--- config.mk ---
export PLATFORM = sky130hd
export DESIGN_NAME = seg_serial_tx
export DESIGN_NICKNAME = d
export VERILOG_FILES = /design/src/rtl/seg_serial_tx.sv
export SDC_FILE = /design/constraint.sdc
export NUM_CORES = 1
export LEC_CHECK = 0
export BUFFER_PORTS_ARGS = -buffer_cell sky130_fd_sc_hd__buf_2
export CAP_MARGIN = 20
export CELL_PAD_IN_SITES_DETAIL_PLACEMENT = 0
export CELL_PAD_IN_SITES_GLOBAL_PLACEMENT = 1
export CORE_AREA = 2 2 119 92
export DETAILED_ROUTE_END_ITERATION = 10
export DIE_AREA = 0 0 121 94
export PLACE_DENSITY = 0.82
export SYNTH_ARGS = -nofsm -noshare
export SYNTH_HDL_FRONTEND = slang
export SYNTH_SLANG_ARGS = --single-unit
--- constraint.sdc ---
create_clock -name clk -period 2.27 [get_ports clk]
set_clock_uncertainty 0.2 [all_clocks]
set_input_delay 0.227 -clock clk [delete_from_list [all_inputs] [get_ports clk]]
set_output_delay 0.227 -clock clk [all_outputs]
set_load 0.005 [all_outputs]
--- src/rtl/seg_serial_tx.sv ---
// rtl/seg_serial_tx.sv - parallel-to-serial transmitter for the seven-segment shift-register chain
//
// Shifts one DATA_WIDTH-bit segment frame out MSB first on a divided serial
// clock, pulses the chain latch, then reports completion.
//
// Ports:
//   clk    system clock, rising edge
//   rst    asynchronous active-high reset
//   start  frame request, sampled only while idle
//   data   frame, captured on the accepting edge
//   busy   high from the cycle after acceptance until done
//   done   one-cycle completion pulse
//   sout   serial data to the chain
//   sclk   serial clock (chain samples sout on its rising edge)
//   latch  chain output-latch strobe, active high
//   clrn   active-low chain clear, released on the first edge after reset

module seg_serial_tx #(
    parameter int DATA_WIDTH = 64,
    parameter int CLK_DIV    = 2
) (
    input  logic                  clk,
    input  logic                  rst,
    input  logic                  start,
    input  logic [DATA_WIDTH-1:0] data,
    output logic                  busy,
    output logic                  done,
    output logic                  sout,
    output logic                  sclk,
    output logic                  latch,
    output logic                  clrn
);

    localparam int BIT_W = $clog2(DATA_WIDTH + 1);
    localparam int DIV_W = $clog2(CLK_DIV + 1);

    localparam logic [BIT_W-1:0] LAST_BIT = BIT_W'(DATA_WIDTH - 1);
    localparam logic [DIV_W-1:0] DIV_LAST = DIV_W'(CLK_DIV - 1);

    typedef enum logic [1:0] {
        IDLE,
        SHIFT,
        LATCH
    } state_t;

    state_t                state;
    logic [DATA_WIDTH-1:0] shreg;
    logic [BIT_W-1:0]      bit_cnt;
    logic [DIV_W-1:0]      div_cnt;

    always_ff @(posedge clk or posedge rst) begin
        if (rst) begin
            state   <= IDLE;
            shreg   <= '0;
            bit_cnt <= '0;
            div_cnt <= '0;
            busy    <= 1'b0;
            done    <= 1'b0;
            sout    <= 1'b0;
            sclk    <= 1'b0;
            latch   <= 1'b0;
            clrn    <= 1'b0;
        end else begin
            clrn <= 1'b1;
            done <= 1'b0;
            case (state)
                IDLE: begin
                    sclk  <= 1'b0;
                    latch <= 1'b0;
                    if (start) begin
                        // sout is registered, so present the MSB on the accepting edge
                        shreg   <= data;
                        sout    <= data[DATA_WIDTH-1];
                        bit_cnt <= '0;
                        div_cnt <= '0;
                        busy    <= 1'b1;
                        state   <= SHIFT;
                    end else begin
                        sout <= 1'b0;
                    end
                end

                SHIFT: begin
                    if (div_cnt == DIV_LAST) begin
                        div_cnt <= '0;
                        if (!sclk) begin
                            sclk <= 1'b1;
                        end else begin
                            // end of the high phase: fall sclk and advance the bit together,
                            // which gives CLK_DIV cycles of hold after the rising edge
                            sclk    <= 1'b0;
                            shreg   <= {shreg[DATA_WIDTH-2:0], 1'b0};
                            sout    <= shreg[DATA_WIDTH-2];
                            bit_cnt <= bit_cnt + BIT_W'(1);
                            if (bit_cnt == LAST_BIT) begin
                                sout  <= 1'b0;
                                latch <= 1'b1;
                                state <= LATCH;
                            end
                        end
                    end else begin
                        div_cnt <= div_cnt + DIV_W'(1);
                    end
                end

                LATCH: begin
                    if (div_cnt == DIV_LAST) begin
                        div_cnt <= '0;
                        latch   <= 1'b0;
                        busy    <= 1'b0;
                        done    <= 1'b1;
                        state   <= IDLE;
                    end else begin
                        div_cnt <= div_cnt + DIV_W'(1);
                    end
                end

                default: begin
                    state <= IDLE;
                end
            endcase
        end
    end

endmodule

After elaboration in Yosys (flattened, before gate mapping)
Cells that the tools add are included.
- register bits: 80
- latch bits: 0
- bits in writable memories: 0
- memory bits (read-only): 0
- input bits: 67
- output and inout bits: 6
- logic and storage cells: 68
- memories kept: 0
- $add $sub $neg: 2
- $mul: 0
- divide/modulo/power cells: 0
- order comparisons: 0
- equal/unequal tests: 9
- shifts and indexed selects: 0
- mux-type cells: 34
- bitwise logic cells: 0
- reductions and logical operators: 13
- operators with widths (kind ; count):
    $mux 63 ; 3
    $pmux 63 s2 ; 1
    $mux 7 ; 3
    $mux 2 ; 7
    $pmux 7 s2 ; 1
    $mux 1 ; 13
    $ne 2x2->1 const B ; 5
    $reduce_and 5->1 ; 2
    $add 7x1->7 const B ; 1
    $eq 7x6->1 const B ; 1
    $pmux 1 s2 ; 3
    $pmux 2 s3 ; 1
    $reduce_and 3->1 ; 2
    $reduce_bool 2->1 ; 3
    $eq 2x1->1 const B ; 2
    $pmux 2 s2 ; 1
    $reduce_and 2->1 ; 2
    $reduce_and 4->1 ; 1
    $pmux 1 s3 ; 1
    $reduce_bool 3->1 ; 1
    $add 2x1->2 const B ; 1
    $eq 2x2->1 const B ; 1
    $logic_not 2->1 ; 1
    $reduce_or 2->1 ; 1

Logic depth before layout (Yosys ltp)
- depth after elaboration: 5
- mapped depth: 8

Worst setup path after synthesis
OpenSTA, ideal clock, no wires.
- kind: register to register
- from: register state[1]
- to: register bit_cnt[6]
- arrival: 1.569 ns
- path slack: 0.377 ns
- cell stages (with the launch flop): 9
- path buffers: 2
- clock period less this slack: 1.893 ns
- cell sequence: dfrtp_1 > inv_1 > ha_1 > buf_2 > nand4b_2 > a21oi_2 > buf_4 > mux2i_1 > nand2_1
- cells in the longest elaborated chain, start to end: 3
- elaborated cells on any way between the ends: 8
- ends and longest elaborated chain (element ; line ; RTL):
    from (decl) ; 46 ; state_t state;
    from (signal assigned) ; 53 ; state <= IDLE;
    from (signal assigned) ; 77 ; state <= SHIFT;
    from (signal assigned) ; 98 ; state <= LATCH;
    $eq 2x1->1 or $logic_not 2->1 (tied branches) ; 66 ; case (state)
    $ne 2x2->1 (no line) or $reduce_bool 2->1 (tied branches) ; n/a ;
    $reduce_and 4->1 (no line) ; n/a ;
    to (signal assigned) ; 94 ; bit_cnt <= bit_cnt + BIT_W'(1);
    to (decl) ; 48 ; logic [BIT_W-1:0] bit_cnt;
Parallel ways exist; a longest one is shown, timed or not.
A chain may end at the register's enable or synchronous reset.

Worst setup path in the final report
- from: register state[0]
- to: register shreg[5]
- cells in the longest elaborated chain, start to end: 3
- elaborated cells on any way between the ends: 8
- ends and longest elaborated chain (element ; line ; RTL):
    $eq 2x1->1 or $logic_not 2->1 (tied branches) ; 66 ;
    $ne 2x2->1 (no line) or $reduce_bool 2->1 (tied branches) ; n/a ;
    $reduce_and 4->1 (no line) ; n/a ;
    to (signal assigned) ; 72 ; shreg <= data;
    to (signal assigned) ; 92 ; shreg <= {shreg[DATA_WIDTH-2:0], 1'b0};
    to (decl) ; 47 ; logic [DATA_WIDTH-1:0] shreg;
Parallel ways exist; a longest one is shown, timed or not.

==> flow_summary.ini <==
[detailed_routing]
first_pass_iters = 5
drt-wirelength-per-cell_um = 12.6
drtIter0Drc = 141
routed_via_density = 4.76
ant_nets = 0
wirelength_um = 7700
via_count = 2902
drc = 0

[floorplanning]
initial_core_util_pct = 37.4
ios = 73
core_region_area_um2 = 10100
rows = 32
die_w_um = 121
fp.dieH_um = 94
die-area_um2 = 11400

[place]
globalplace.congestion = 0.852
placed_area_um2 = 4330
place_hpwl_um = 5110
dp.cells = 565
pre_cts_slack_ns = 0.0395
io_buffers = 72

[sta]
report.final.slew_viol_count = 0
max_freq_ghz = 0.467
finalSetupViolCount = 0
tightest_slew_ns = 0.678
min_period_over_period_pct = 94.3
slew_headroom_pct = 54.8
hold_violations = 0
fin_ws_ns = 0.130
fin_crit_ns = 2.14

[critical_path]
required_ns = 2.32
cpLargestDelayFamily = buffers and inverters
path_buf_inv = 3
cp_data_arrival_time_ns = 2.19
cpPeakStageDelay_ns = 0.44
worstSetupEndpointType = register
rrSetupSlack_ns = 0.13
cp_slowest_cell = dfrtp_1
path_cells = inv_1 -> ha_1 -> and2b_1 -> a21oi_4 -> buf_12 -> buf_4 -> nor2_1 -> a21oi_1
path_class = reg2reg
startpoint_type = register
crit_fanout = 24

[power_and_ir_drop]
vdd_drop_max_uv = 554
p_per_area_nw_per_um2 = 1330
leakage_nw = 2.30

[outcome]
status = completed

[final_layout]
drive_above_1_share_pct = 21.3
area_growth_pct = 31.1
seq_area_um2 = 2000
multi_input_area_um2 = 1640
n_fill_cell = 921
fin_area_um2 = 4970
antenna_cells = 0
final_common_cell = dfrtp_1
nets = 543
final_cells = 610
fin_util_pct = 49.0
final_cell_mix = 80 x dfrtp_1, 72 x buf_2, 68 x nor2_1

[synth]
syn_area_per_cell_um2 = 10.2
netlist-cell-type-count = 33
synth-edff-count = 0
synth_area_um2 = 3790
yosysSeqAreaShare_pct = 52.8
netlist_instances = 370
synth.top_cell.area_share_pct = 52.8
synth_area_leaders = dfrtp_1 53%, mux2i_1 17%, a21oi_1 8.7%
synthFlopType = dfrtp_1
yosys_warnings = 0
syn_nets = 442
netlist.top_cell.by_area = dfrtp_1
async_flop_share_pct = 100
ys_ff_latch = 80

[global_route]
grt-ovfl-total = 0
grt_pass1_wl_um = 12800
grt_max_degree = 81
antenna_found_initial = 0
first_global_vias = 2771
grt_util_all_layers_pct = 14.4

[clocking]
clockBufferDepth = 2
h-tree-depth = 3
cts_tree = built
clock-sinks = 80
cts_made_buffers = 9
cts.repair.resized = 0
cts_root_buffer = clkbuf_16
path_clk_slew_ns = 0.06
worstSkewPairLatency_ns = 0.33

[hold_path]
min_path_type = in2reg

[flow_run]
drv_cap = 0
[state kept, by name, summed over array words and instances (netlist names)]
signal,cells
shreg,63
latch,1
clrn,1
sout,1
bit_cnt,7
sclk,1
done,1
div_cnt,2
busy,1
state,2
[synth_stat cells, drive strengths merged (2+ instances only)]
master   n
dfrtp   80
nor2    68
a21oi   67
mux2i   65
buf     22
inv     10
a31oi    8
nand2    8
o21ai    7
nand2b   6
ha       5
nand3    4
and3     2
nand3b   2
nor3     2
[final timing paths]
path	startpoint	endpoint	depth (start not counted)
worst max-delay path	state[0]	shreg[5]	8
worst max register to register	state[0]	shreg[5]	8
max in group asynchronous	rst	shreg[2]	4
worst min-delay path	data[56]	shreg[56]	3
min in group asynchronous	rst	sout	4
worst min register to register	sout	sout	1
[repair_timing]
action                                 in CTS  in global routing
hold buffers                               29                  0
buffers inserted                            0                  2
setup endpoints to repair                   0                 47
endpoints found under the hold margin     108                  0
[power breakdown]
group          switching [mW]  total (mW)  internal [mW]
combinational            1.41        2.64           1.23
sequential              0.346        2.39           2.05
clock                   0.533        1.59           1.06
[layout make-up]
cell class / instances / area share, %
Clock buffer: 10 / 4.61
Clock inverter: 4 / 1.91
Inverter: 10 / 0.831
Multi-Input combinational cell: 257 / 33.0
Sequential cell: 80 / 40.3
Tap cell: 136 / 3.42
Timing Repair Buffer: 113 / 15.9
[cells by family (layout without fill, tap and decap cells)]
| group | after synthesis | after routing | share of synthesized area (%) |
|---|---|---|---|
| buffers and inverters | 33 | 137 | 4.42 |
| DFF | 80 | 80 | 52.8 |
| other | 1 | 1 | 0.0989 |
| AOI/OAI and AO/OA | 88 | 88 | 12.4 |
| adders and majority gates | 5 | 5 | 1.65 |
| and+or+nand+nor | 97 | 97 | 11.2 |
| muxes | 65 | 65 | 17.2 |
| xor gates and xnor gates | 1 | 1 | 0.231 |
[per-stage QoR]
| stage | TNS, ns | total power, mW | hold slack (ns) |
|---|---|---|---|
| 2_1_floorplan | 0 | 4.43 | 0.174 |
| 3_3_place_gp | 0 | 4.87 | 0.182 |
| 3_5_place_dp | 0 | 4.99 | 0.184 |
| 4_1_cts | 0 | 6.65 | 0.000203 |
| 5_1_grt | -0.00140 | 7.15 | 0.00145 |
| 6_report | 0 | 6.62 | 0.00230 |
[worst register-to-register path, cell delays in order, from the launching register on]
cell and delay (ns):
dfrtp_1 0.44, inv_1 0.10, ha_1 0.29, and2b_1 0.28
a21oi_4 0.17, buf_12 0.14, buf_4 0.25, nor2_1 0.08
a21oi_1 0.13
[routing by layer]
metal | vias to the layer above | wire (um) | GRT usage (%)
met5 | - | 0 | 0
met4 | 0 | 100 | 5.23
met3 | 7 | 423 | 4.61
met2 | 65 | 3590 | 23.1
met1 | 1345 | 3590 | 18.4
li1 | 1485 | - | -
(Power assumes the default switching activity.)
